===== src/rtl/multiplexor_7seg_pkg.sv =====
// Shared constants for the 4-digit multiplexed 7-segment driver:
// active-low hex segment patterns, all-off values and FSM encodings.
package multiplexor_7seg_pkg;

  // Active-low {dp,g,f,e,d,c,b,a}; dp bit is off (1) in every pattern.
  // Entry [n] is the pattern for hex digit n.
  localparam logic [15:0][7:0] SEG_HEX = {
    8'h8E, 8'h86, 8'hA1, 8'hC6,   // F E d C
    8'h83, 8'h88, 8'h90, 8'h80,   // b A 9 8
    8'hF8, 8'h82, 8'h92, 8'h99,   // 7 6 5 4
    8'hB0, 8'hA4, 8'hF9, 8'hC0    // 3 2 1 0
  };

  localparam logic [7:0] SEG_APAGADO = 8'hFF;
  localparam logic [3:0] AN_APAGADO  = 4'b1111;

  // FSM: SHOW drives one anode (or none right after reset), BLANK is dead time.
  localparam logic ST_SHOW  = 1'b0;
  localparam logic ST_BLANK = 1'b1;

endpackage


===== src/rtl/multiplexor_7seg_decodificador.sv =====
// Combinational hex nibble to active-low a..g segment pattern.
module decodificador_7seg
  import multiplexor_7seg_pkg::*;
(
  input  logic [3:0] hex_i,
  output logic [6:0] seg_o
);

  logic [7:0] pat;

  // Table lookup; dp is handled by the caller.
  always_comb begin
    pat   = SEG_HEX[hex_i];
    seg_o = pat[6:0];
  end

endmodule


===== src/rtl/multiplexor_7seg.sv =====
// Time-multiplexed 4-digit common-anode display driver. One digit advance
// per rising edge of the ms scan strobe, followed by BLANK_CYCLES clocks of
// all-anodes-off before the new digit is driven.
module multiplexor_7seg
  import multiplexor_7seg_pkg::*;
#(
  parameter int BLANK_CYCLES = 64
) (
  input  logic        clock_FPGA,
  input  logic        reset_n,
  input  logic        reloj_N_ms,
  input  logic [15:0] digitos,
  input  logic [3:0]  puntos,
  input  logic        supr_ceros,
  output logic [7:0]  segmentos,
  output logic [3:0]  anodos
);

  localparam logic [7:0] CNT_FIN = 8'(BLANK_CYCLES - 1);

  logic        reloj_prev_q, reloj_prev_d;
  logic        estado_q, estado_d;
  logic [1:0]  indice_q, indice_d;
  logic [7:0]  cnt_q, cnt_d;
  logic [15:0] snap_dig_q, snap_dig_d;
  logic [3:0]  snap_pt_q, snap_pt_d;
  logic        snap_sup_q, snap_sup_d;
  logic [7:0]  seg_q, seg_d;
  logic [3:0]  an_q, an_d;

  logic        flanco;
  logic [3:0]  nib;
  logic [6:0]  seg_dec;
  logic        digito_vacio;
  logic [1:0]  indice_sig;

  assign flanco     = reloj_N_ms & ~reloj_prev_q;
  assign indice_sig = indice_q + 2'd1;

  // Nibble and leading-zero test for the digit about to be shown, taken
  // from the frame snapshot so a frame never mixes two input values.
  always_comb begin
    nib          = snap_dig_q[{indice_q, 2'b00} +: 4];
    digito_vacio = 1'b0;
    case (indice_q)
      2'd1:    digito_vacio = snap_sup_q && (snap_dig_q[15:4]  == 12'h000);
      2'd2:    digito_vacio = snap_sup_q && (snap_dig_q[15:8]  == 8'h00);
      2'd3:    digito_vacio = snap_sup_q && (snap_dig_q[15:12] == 4'h0);
      default: digito_vacio = 1'b0;
    endcase
  end

  decodificador_7seg u_dec (
    .hex_i (nib),
    .seg_o (seg_dec)
  );

  // Next-state logic for the scan FSM, counter, index, snapshot and outputs.
  always_comb begin
    reloj_prev_d = reloj_N_ms;
    estado_d     = estado_q;
    indice_d     = indice_q;
    cnt_d        = cnt_q;
    snap_dig_d   = snap_dig_q;
    snap_pt_d    = snap_pt_q;
    snap_sup_d   = snap_sup_q;
    seg_d        = seg_q;
    an_d         = an_q;
    case (estado_q)
      ST_SHOW: begin
        if (flanco) begin
          estado_d = ST_BLANK;
          an_d     = AN_APAGADO;
          indice_d = indice_sig;
          cnt_d    = 8'd0;
          if (indice_sig == 2'd0) begin
            snap_dig_d = digitos;
            snap_pt_d  = puntos;
            snap_sup_d = supr_ceros;
          end
        end
      end
      default: begin
        // Strobe edges are deliberately ignored while blanking.
        if (cnt_q == CNT_FIN) begin
          estado_d = ST_SHOW;
          seg_d    = {~snap_pt_q[indice_q], digito_vacio ? 7'h7F : seg_dec};
          an_d     = ~(4'b0001 << indice_q);
        end else begin
          cnt_d = cnt_q + 8'd1;
        end
      end
    endcase
  end

  // State registers; reloj_prev resets high so a strobe already high at
  // reset release is not taken as an edge.
  always_ff @(posedge clock_FPGA or negedge reset_n) begin
    if (!reset_n) begin
      reloj_prev_q <= 1'b1;
      estado_q     <= ST_SHOW;
      indice_q     <= 2'd3;
      cnt_q        <= 8'd0;
      snap_dig_q   <= 16'h0000;
      snap_pt_q    <= 4'h0;
      snap_sup_q   <= 1'b0;
      seg_q        <= SEG_APAGADO;
      an_q         <= AN_APAGADO;
    end else begin
      reloj_prev_q <= reloj_prev_d;
      estado_q     <= estado_d;
      indice_q     <= indice_d;
      cnt_q        <= cnt_d;
      snap_dig_q   <= snap_dig_d;
      snap_pt_q    <= snap_pt_d;
      snap_sup_q   <= snap_sup_d;
      seg_q        <= seg_d;
      an_q         <= an_d;
    end
  end

  assign segmentos = seg_q;
  assign anodos    = an_q;

endmodule


===== config.mk =====
export PLATFORM = sky130hd
export DESIGN_NAME = multiplexor_7seg
export DESIGN_NICKNAME = d
export VERILOG_FILES = /design/src/rtl/multiplexor_7seg_pkg.sv /design/src/rtl/multiplexor_7seg_decodificador.sv /design/src/rtl/multiplexor_7seg.sv
export SDC_FILE = /design/constraint.sdc
export NUM_CORES = 1
export LEC_CHECK = 0
export ABC_AREA = 1
export CAP_MARGIN = 20
export CORE_MARGIN = 4
export CORE_UTILIZATION = 49
export DETAILED_ROUTE_END_ITERATION = 6
export PLACE_DENSITY = 0.75
export SYNTH_ARGS = -nofsm -noshare
export SYNTH_HDL_FRONTEND = slang
export SYNTH_SLANG_ARGS = --single-unit

===== constraint.sdc =====
create_clock -name clock_FPGA -period 1.6 [get_ports clock_FPGA]
set_input_delay 0.16 -clock clock_FPGA [delete_from_list [all_inputs] [get_ports clock_FPGA]]
set_output_delay 0.16 -clock clock_FPGA [all_outputs]
set_load 0.005 [all_outputs]

==> results.cfg <==
[sta]
finalHoldViolCount = 0
drv_slew = 0
rsz0062_at_grt = yes
setup_slack_ps = -78.4
skew_ps = 3.85
fmax_mhz = 596
worstMarginPinSlew_ps = 257
min_period_ps = 1680
post-route-period-util_pct = 105
max_slew_margin_pct = 82.8
hold-worst-slack_ps = 319
setup_viol = 27

[grt]
use_met1_pct = 21.7
grt_overflow = 0
grt_pass1_vias = 2062
grtUsageMet3_pct = 3.97
grt_pass1_wl_um = 9110
grt_use_total_pct = 18.3
met2_usage_pct = 32.2
antenna_found_initial = 0
grt-busiest-layer = met2
grt_max_degree = 46

[floorplanning]
initial_utilization_pct = 51.5
die_x_um = 79.2
die_area_mm2 = 0.00627
ios = 36
rows = 25
die_y_um = 79.2
coreArea_mm2 = 0.00482

[synthesis]
synth.distinct_cells = 28
syn_area_mm2 = 0.00248
ys_warn_count = 0
syn_nets = 306
syn_avg_cell_area_um2 = 9.16
seq_area_frac_synth_pct = 46.1
ys_ff_latch = 45
synth_cells = 271

[critical_path]
critical_path.max_fanout = 7
cp_data_required_time_ps = 1830
cp_data_arrival_time_ps = 1910
cp-start-kind = flop
endpoint_kind = flop
crit_type = flop to flop

[layout]
area_growth_pct = 35.8
layout-drive-gt1-share_pct = 34.7
fillerInstances = 399
fin_nets = 374
n_antenna_cell = 0

[power]
leakagePower_nw = 1.68
ir_worst_vdd_mv = 0.514
power.switching_mw = 0.500
p_clk_share_pct = 39.2
p_comb_share_pct = 10.2
power_mw = 2.27
p_per_area_mw_per_mm2 = 675
p_sw_share_pct = 22.0
p_int_mw = 1.77
seqPwrFrac_pct = 50.6

[detailed_routing]
via_per_inst = 4.98
antenna_left = 0
drt-wirelength-per-cell_um = 12.8
dr.first_iter.drc_count = 115
detail_route.first_pass.iterations = 4
num_vias = 2028
drc_errors = 0
drt_wl_total_um = 5200

[flow_run]
cap_viol_max_count = 0

[place]
place_congestion = 0.965
dpl.hpwl_um = 3780
io_buffers = 35

[clock_network]
cts_root_buf = clkbuf_8
tritoncts = done
worstSkewPairLatency_ps = 300
cts_max_path_buffers = 2
htreeDepth = 2
clk_pin_slew_ps = 80
cts.sinks = 45
numCtsBuffers = 5

[run_status]
status = finished, violations left
violations = negative setup slack

[min_path]
hold_class = primary input to flop
[final timing paths]
kind,startpoint,endpoint,slack [ps],depth (start not counted)
setup reg to reg,indice_q[0],segmentos[4],-80,10
min in group asynchronous,reset_n,cnt_q[5],350,3
hold / removal,reloj_N_ms,reloj_prev_q,320,1
setup / recovery,indice_q[0],segmentos[4],-80,10
max in group asynchronous,reset_n,segmentos[7],940,3
hold reg to reg,segmentos[7],segmentos[7],490,2
[per-layer routing]
metal  vias up  part of all wire, %
met5         -                    0
met4         0                  2.1
met3        11                  3.4
met2        37                   51
met1       957                   44
li1       1023                    -
[kinds of logic (layout without fill, tap and decap cells)]
family	Yosys count	after routing	synth area share, %
AND/OR/NAND/NOR	144	145	25.6
flip-flops	45	45	46.1
buffers and inverters	26	94	5.19
AO/OA/AOI/OAI	22	22	4.69
multiplexers	20	20	11.8
adder cells (fa/ha/maj)	11	11	5.54
XOR/XNOR	3	3	1.06
[sequential cells by signal, indices dropped and copies added (netlist names)]
name and flops:
snap_dig_q 16, anodos 4, snap_sup_q 1, cnt_q 8
indice_q 2, reloj_prev_q 1, estado_q 1, snap_pt_q 4
segmentos 8
[cell usage in the layout, fill, tap and decap left out]
cell type and instances:
xor2_1 3, ha_4 3, dfstp_2 15, clkinv_2 1, mux2_4 18, dlygate4sd3_1 1, nor2_1 32, or2_2 2
nor3_2 2, a21oi_1 9, nor2_2 1, nand2_2 14, inv_4 2, bufinv_16 1, clkbuf_1 1, dfrtp_1 30
buf_12 2, nand3_1 19, nor3_4 1, nand3_2 5, nand4_1 3, inv_2 6, a22oi_1 1, o21ai_0 6
nand2_1 61, clkbuf_8 6, ha_1 5, nand3_4 2, o21ai_1 5, nand2_4 3, inv_1 12, mux2_2 2
clkdlybuf4s50_1 34, buf_4 27, buf_2 1, a31o_2 1, ha_2 3
[cell usage after synthesis]
| cell | count | share of area [%] |
|---|---|---|
| a21oi_1 | 9 | 1.8 |
| a22oi_1 | 1 | 0.30 |
| a31o_2 | 1 | 0.35 |
| buf_4 | 2 | 0.60 |
| buf_6 | 3 | 1.4 |
| clkinv_2 | 1 | 0.20 |
| dfrtp_1 | 30 | 30 |
| dfstp_2 | 15 | 16 |
| ha_1 | 11 | 5.5 |
| inv_1 | 14 | 2.1 |
| inv_2 | 6 | 0.91 |
| mux2_2 | 2 | 0.91 |
| mux2_4 | 18 | 11 |
| nand2_1 | 72 | 11 |
| nand2_2 | 4 | 1.0 |
| nand2_4 | 1 | 0.45 |
| nand3_1 | 24 | 4.8 |
| nand3_2 | 2 | 0.81 |
| nand4_1 | 3 | 0.76 |
| nor2_1 | 32 | 4.8 |
| nor2_2 | 1 | 0.25 |
| nor3_1 | 1 | 0.20 |
| nor3_2 | 1 | 0.40 |
| nor3_4 | 1 | 0.66 |
| o21ai_0 | 6 | 1.2 |
| o21ai_1 | 5 | 1.0 |
| or2_2 | 2 | 0.50 |
| xor2_1 | 3 | 1.1 |
[timing repair]
action / 4_1_cts / 5_1_grt
cloned: 0 / 1
hold buffers: 1 / 0
pin swaps: 7 / 11
endpoints found under the hold margin: 30 / 0
resized for setup: 17 / 8
buffers inserted: 4 / 3
endpoints found under the setup margin: 27 / 35
[per-stage QoR]
step	setup WS, ps	std cells	TNS, ps	area (µm²)	util, %
after global routing	-207	407	-3320	3370	70.0
after floorplan	-5.33	271	-5.33	2510	-
after detailed placement	-88.4	390	-1040	3080	63.9
after global placement	-51.7	390	-343	3080	63.9
after CTS	-65.2	403	-1080	3310	68.7
final	-78.4	407	-1220	3370	70.0
[cell type report]
type                       instances  area, µm²  share of cell area (%)
clock buffer                       7       86.3                    2.56
clock inverter                     1       30.0                   0.891
inverter                          21       85.1                    2.52
multi-input combinational        201       1340                    39.8
sequential                        45       1140                    34.0
tap                               67       83.8                    2.49
timing repair buffer              65        598                    17.7
[power by group through the flow]
stage,clock network [mW],logic (mW),registers [mW]
global placement,0,0.194,1.17
floorplan,0,0.0737,1.17
finish,0.891,0.232,1.15
global route,0.957,0.257,1.15
detailed placement,0,0.199,1.17
CTS,0.919,0.218,1.15
[critical path, cell delays in order, from the launching register on]
cell and delay, ps:
dfstp_2 610, nand2_1 100, nand3_1 110, nand2_2 120, buf_4 150, buf_4 120
nand2_1 90, nand3_2 90, nand2_1 70, nor2_1 50, nor2_1 100
(Power assumes the default switching activity.)
==> edit 1 (same flow settings) <==
Reset style: synchronous (`reset_n`), changed in one clocked block.
--- a/src/rtl/multiplexor_7seg.sv
+++ b/src/rtl/multiplexor_7seg.sv
@@ -95,7 +95,7 @@
 
   // State registers; reloj_prev resets high so a strobe already high at
   // reset release is not taken as an edge.
-  always_ff @(posedge clock_FPGA or negedge reset_n) begin
+  always_ff @(posedge clock_FPGA) begin
     if (!reset_n) begin
       reloj_prev_q <= 1'b1;
       estado_q     <= ST_SHOW;
Function: no difference found for any inputs over 10 cycles, from zero or initial values and one cycle with reset_n low; that may be too few to reach the edited logic, so the function may still have changed.
==> edit 1 against the unedited design <==
- non-clock buffer count fell by 15
- global-route usage decreased by 0.35 points
- area after synthesis decreased by 6.1%
- clock power shrank 20%
- final cell count increased by 6.4%
- maximum frequency increased by 8.0%
- routed wire length is 7.7% higher
- sequential cell count did not move
- core utilization fell by 2.3 points
- cell area is 10% lower
- worst setup slack better by 0.12 ns
- power is 3.2% higher
- highest routed layer unchanged
==> edit 1: results (changes against the unedited design) <==
| Metric | Value |
|---|---|
| Outcome | `complete, no violations (was complete, but fails checks)` |
| R2R Setup Slk | `0.05 ns (was -0.08 ns)` |
| Post-synth ARST share | `0% (was 100.0%)` |
| Mean Syn Cell Area | `6.979 um2 (was 9.160 um2)` |
| Total iterations of the first detailed-routing run | `4 (unchanged)` |
| VDD IR max | `472.1 uV (was 513.6 uV)` |
| Post-synth cell types | `26 (was 28)` |
| Final hold slack | `0.4608 ns (was 0.3194 ns)` |
| DR vias/cell | `5.233 (was 4.983)` |
| Root Driver | `clkbuf_8 (unchanged)` |
| Via count | `2,266 (was 2,028)` |
| Crit Path Max Fanout | `6 (was 7)` |
| DP Wirelength | `3864 um (was 3779 um)` |
| CP top delay family | `simple AND/OR/NAND/NOR gates (unchanged)` |
| TritonCTS buffer count | `5 (unchanged)` |
| Slowest stage cell on the critical path | `dfxtp_4 (was dfstp_2)` |
| Worst-Skew Late Latency | `around 0.29 ns` |
| CP peak stage delay | `0.37 ns (was 0.61 ns)` |
| Number of antenna violations at the first check in global routing | `0 (unchanged)` |
| Max Slew Vio Count | `0 (unchanged)` |
| I/O Buffers | `35 (unchanged)` |
| Vias in the first global route | `1,989 (was 2,062)` |
| Pin count of the biggest net entering global routing | `30 (was 46)` |
| Routed WL per cell | `12.95 um (was 12.79 um)` |
| Share of cells above drive strength 1 | `17.32% (was 34.71%)` |
| Tightest slew margin relative to the limit | `66.82% (was 82.84%)` |
| Fillers | `380 (was 399)` |
| GRT Util Overall | `17.97% (was 18.33%)` |
| Reg-to-reg startpoint | `indice_q[0] (unchanged)` |
| H-tree levels | `2 (unchanged)` |
| DP Cell Count | `424 (was 390)` |
| 1st-iter DRT viols | `114 (was 115)` |
| Antenna cell count | `0 (unchanged)` |
| Post-synth net total | `369 (was 306)` |
| Worst Hold Endpoint | `snap_dig_q[15] (was reloj_prev_q)` |
| WHS Path Cells | `3 (was 1)` |
| Hold Path Origin | `digitos[15] (was reloj_N_ms)` |
| Clk_skew | `0.003703 ns (was 0.003850 ns)` |
| Leakage | `1.321 nW (was 1.678 nW)` |
| Synth area leaders | `dfxtp_1 39%, nand2_1 14%, nor2_1 8.7%, nand3_1 7.5%, ha_1 5.9% (was dfrtp_1 30%, dfstp_2 16%, mux2_4 11%, nand2_1 11%, ha_1 5.5%)` |
| RD Place Congestion | `0.9462 (was 0.9652)` |
| Max reg flops | `16 (unchanged)` |
| Most frequent cells after synthesis | `86 x nand2_1, 54 x nor2_1, 45 x dfxtp_1 (was 72 x nand2_1, 32 x nor2_1, 30 x dfrtp_1)` |
| First-pass GRT wire length | `8804 um (was 9114 um)` |
| Clock tree buffer depth | `2 (unchanged)` |
| Min-delay worst type | `primary input to flop (unchanged)` |
| FF-to-FF End | `segmentos[3] (was segmentos[4])` |
| Synth Warn # | `0 (unchanged)` |
| Crit path DAT | `1.75 ns (was 1.91 ns)` |
| Sequential-to-total area share from yosys stat | `38.65% (was 46.12%)` |
| Worst Reg2Reg Path Length in Cells | `10 (unchanged)` |
| Top reg by flops | `snap_dig_q (unchanged)` |
[edit 1: layout make-up]
type | instances | area share (%)
Tap cell | 52 | 2.150
Inverter | 27 | 3.803
Sequential cell | 45 | 30.01
Multi-Input combinational cell | 252 | 44.98
Clock inverter | 1 | 0.2480
Timing Repair Buffer | 50 | 16.08
Clock buffer | 6 | 2.728
[edit 1: stage by stage]
step	area (um2)	worst slack (ns)
3_5_place_dp	2779	-0.01917
5_1_grt	3027	-0.03216
4_1_cts	2877	0.001581
3_3_place_gp	2779	0.04836
6_report	3027	0.04560
2_1_floorplan	2333	0.02540
[edit 1: what timing repair did]
| item | 4_1_cts | 5_1_grt |
|---|---|---|
| setup endpoints to repair | 3 | 15 |
| hold buffers | 0 | 0 |
| pin swaps | 1 | 4 |
| setup buffers | 0 | 2 |
| gates resized for setup | 2 | 36 |
[edit 1: how the worst max path moves through the flow]
stage / depth (start not counted) / to / from
after floorplan: 13 / segmentos[5] / indice_q[0]
after global placement: 11 / segmentos[2] / indice_q[0]
after detailed placement: 12 / segmentos[5] / indice_q[0]
after CTS: 9 / segmentos[0] / indice_q[1]
after global routing: 10 / segmentos[3] / indice_q[0]
final: 10 / segmentos[3] / indice_q[0]
[edit 1: worst min-delay path, delay by kind of cell]
kind                   cells  cell delay, ns
buffers and inverters      1            0.39
AO/OA/AOI/OAI              1            0.12
AND/OR/NAND/NOR            1            0.04
[edit 1: cell families (layout without fill, tap and decap cells)]
logic type      after synthesis  count (layout)  share of synthesized area (%)
fa+ha+maj                    11              11                          5.904
buf+inv                      37              84                          8.051
flops                        45              45                          38.65
compound gates               50              50                          10.84
simple gates                191             191                          36.55
[edit 1: per-layer routing]
metal  vias up  wire length, um  GRT usage [%]
li1       1164                -              -
met1      1023             2568          23.59
met2        72             2653          29.53
met5         -                0              0
met3         7              341          4.918
met4         0               42          3.915
[edit 1: report_power, final]
| group | total, mW | internal (mW) | switching (mW) | leakage [nW] |
|---|---|---|---|---|
| Combinational | 0.440 | 0.192 | 0.248 | 0.911 |
| Clock | 0.717 | 0.342 | 0.375 | 0.0433 |
| Sequential | 1.19 | 1.16 | 0.0326 | 0.367 |
==> edit 2 (config.mk and constraints unchanged) <==
Made on the original files. Change the parameter `BLANK_CYCLES` from 64 to 48.
--- a/src/rtl/multiplexor_7seg.sv
+++ b/src/rtl/multiplexor_7seg.sv
@@ -4,7 +4,7 @@
 module multiplexor_7seg
   import multiplexor_7seg_pkg::*;
 #(
-  parameter int BLANK_CYCLES = 64
+  parameter int BLANK_CYCLES = 48
 ) (
   input  logic        clock_FPGA,
   input  logic        reset_n,
Function: same outputs for any inputs over 10 cycles, from zero or initial values and one cycle with reset_n low; that may be too few to reach the edited logic, so the function may still have changed.
==> edit 2 against the unedited design <==
- sequential cell count stayed put
- hold slack worse by 0.028 ns
- critical path type unchanged
- highest routed layer unchanged
- the run still ends with setup timing left
- synthesized cell count is 0.37% lower
- cell area up 2.6%
- routed wire length is 16% higher
- first-iteration DRC count up 0.87%
- area after synthesis up 2.6%
- count of clock-buffer cells in the layout shrank 1
- non-clock buffer count fell by 2
- worst setup slack worse by 0.083 ns
Power is left out: it rests on default switching activity, and per cell area and clock period it moved more than threefold.
==> edit 2: results (changes against the unedited design) <==
| Metric | Value |
|---|---|
| Failing checks | `setup timing (unchanged)` |
| Number of antenna violations at the first check in global routing | `0 (unchanged)` |
| Clk_skew | `0.005975 ns (was 0.003850 ns)` |
| Sequential-to-total area share from yosys stat | `44.96% (was 46.12%)` |
| Top reg by flops | `snap_dig_q (unchanged)` |
| Setup violators final | `7 (was 27)` |
| Synth area leaders | `dfrtp_1 29%, dfstp_2 15%, mux2_4 11%, nand2_1 10%, ha_1 5.4% (was dfrtp_1 30%, dfstp_2 16%, mux2_4 11%, nand2_1 11%, ha_1 5.5%)` |
| 1st-iter DRT viols | `116 (was 115)` |
| DR vias/cell | `5.198 (was 4.983)` |
| Post-synth ARST share | `100.0% (unchanged)` |
| Crit Path Max Fanout | `7 (unchanged)` |
| Share of cells above drive strength 1 | `36.20% (was 34.71%)` |
| Fin worst setup slack | `-0.1614 ns (was -0.07837 ns)` |
| Most frequent cells after synthesis | `68 x nand2_1, 32 x nor2_1, 30 x dfrtp_1 (was 72 x nand2_1, 32 x nor2_1, 30 x dfrtp_1)` |
| Min-delay worst type | `primary input to flop (unchanged)` |
| RD Place Congestion | `0.8470 (was 0.9652)` |
| Mux cell area share after synthesis | `11.50% (was 11.79%)` |
| I/O Buffers | `35 (unchanged)` |
| Max reg flops | `16 (unchanged)` |
| Top_reg_cell synth | `dfrtp_1 (unchanged)` |
| Crit path DAT | `2.00 ns (was 1.91 ns)` |
| Compound-gate portion of the synthesized area | `4.668% (was 4.688%)` |
| Root Driver | `clkbuf_8 (unchanged)` |
| Worst-Skew Late Latency | `about 0.31 ns` |
| Synth Warn # | `0 (unchanged)` |
| Detailed Route WL | `6016 um (was 5204 um)` |
| Pin count of the biggest net entering global routing | `23 (was 46)` |
| Reg clk slew, reported paths | `0.08 ns (about the same)` |
| Total iterations of the first detailed-routing run | `4 (unchanged)` |
| Clock tree buffer depth | `2 (unchanged)` |
| Net count, final | `371 (was 374)` |
| Post-synth net total | `305 (was 306)` |
| Post-synth cell types | `33 (was 28)` |
| Synth Area in XOR/XNOR | `1.376% (was 1.058%)` |
| CP top delay family | `simple AND/OR/NAND/NOR gates (unchanged)` |
| Least-Margin Pin Slew | `0.5166 ns (was 0.2574 ns)` |
| Vias in the first global route | `2,086 (was 2,062)` |
| GRT Util Overall | `19.77% (was 18.33%)` |
| Adder-cell share of the synthesized area | `5.405% (was 5.544%)` |
| TritonCTS buffer count | `5 (unchanged)` |
| Slowest stage cell on the critical path | `dfstp_2 (unchanged)` |
| Fillers | `389 (was 399)` |
| DP Wirelength | `3907 um (was 3779 um)` |
| CP peak stage delay | `0.61 ns (about the same)` |
| H-tree levels | `2 (unchanged)` |
| First-pass GRT wire length | `9673 um (was 9114 um)` |
| Outcome | `complete, but fails checks (unchanged)` |
| Antenna cell count | `0 (unchanged)` |
==> edit 2: cell type report <==
cell class	count	area, um2	area share, %
clock inverters	2	10.01	0.2894
repair buffers	63	585.6	16.93
well taps	67	83.83	2.424
flip-flops and latches	45	1145	33.10
inverters	20	90.09	2.605
clock buffers	6	72.57	2.098
multi-input cells	201	1471	42.55
==> edit 2: cells by family after synthesis <==
group,count (synthesis)
DFF,45
and+or+nand+nor,142
muxes,20
adders and majority gates,11
buffers and inverters,26
xor gates and xnor gates,4
AOI/OAI and AO/OA,22
==> edit 2: final timing paths <==
kind                         startpoint             end  cells past startpoint
max                         indice_q[0]    segmentos[0]                     11
min                          reloj_N_ms    reloj_prev_q                      1
max reg2reg                 indice_q[0]    segmentos[0]                     11
min reg2reg                segmentos[1]    segmentos[1]                      2
max in group asynchronous       reset_n    reloj_prev_q                      3
min in group asynchronous       reset_n  snap_dig_q[11]                      2
==> edit 2: per-layer routing <==
layer	up-vias	part of all wire, %	track usage [%]
met1	1012	43	24.51
met4	0	2.7	9.966
met3	19	3.5	3.812
met2	52	50	32.70
met5	-	0	0
li1	1017	-	-
==> edit 2: per-stage QoR <==
step                area (um2)  setup TNS, ns  hold slack [ns]  worst slack, ns  instances
finish                    3458        -0.8737           0.2916          -0.1614        404
global route              3458         -2.157           0.2864          -0.2644        404
CTS                       3393        -0.2057           0.2856         -0.04815        403
detailed placement        3107         -2.310           0.1602          -0.1092        390
global placement          3107         -1.591           0.1578         -0.07857        390
floorplan                 2565      -0.004939          -0.1356        -0.004939        270
==> edit 2: repair_timing <==
action / 4_1_cts / 5_1_grt
gates cloned: 1 / 1
pin swaps: 19 / 7
endpoints found under the setup margin: 25 / 18
gates resized for setup: 38 / 12
hold buffers: 1 / 0
buffers inserted: 3 / 0
hold endpoints to repair: 16 / 0
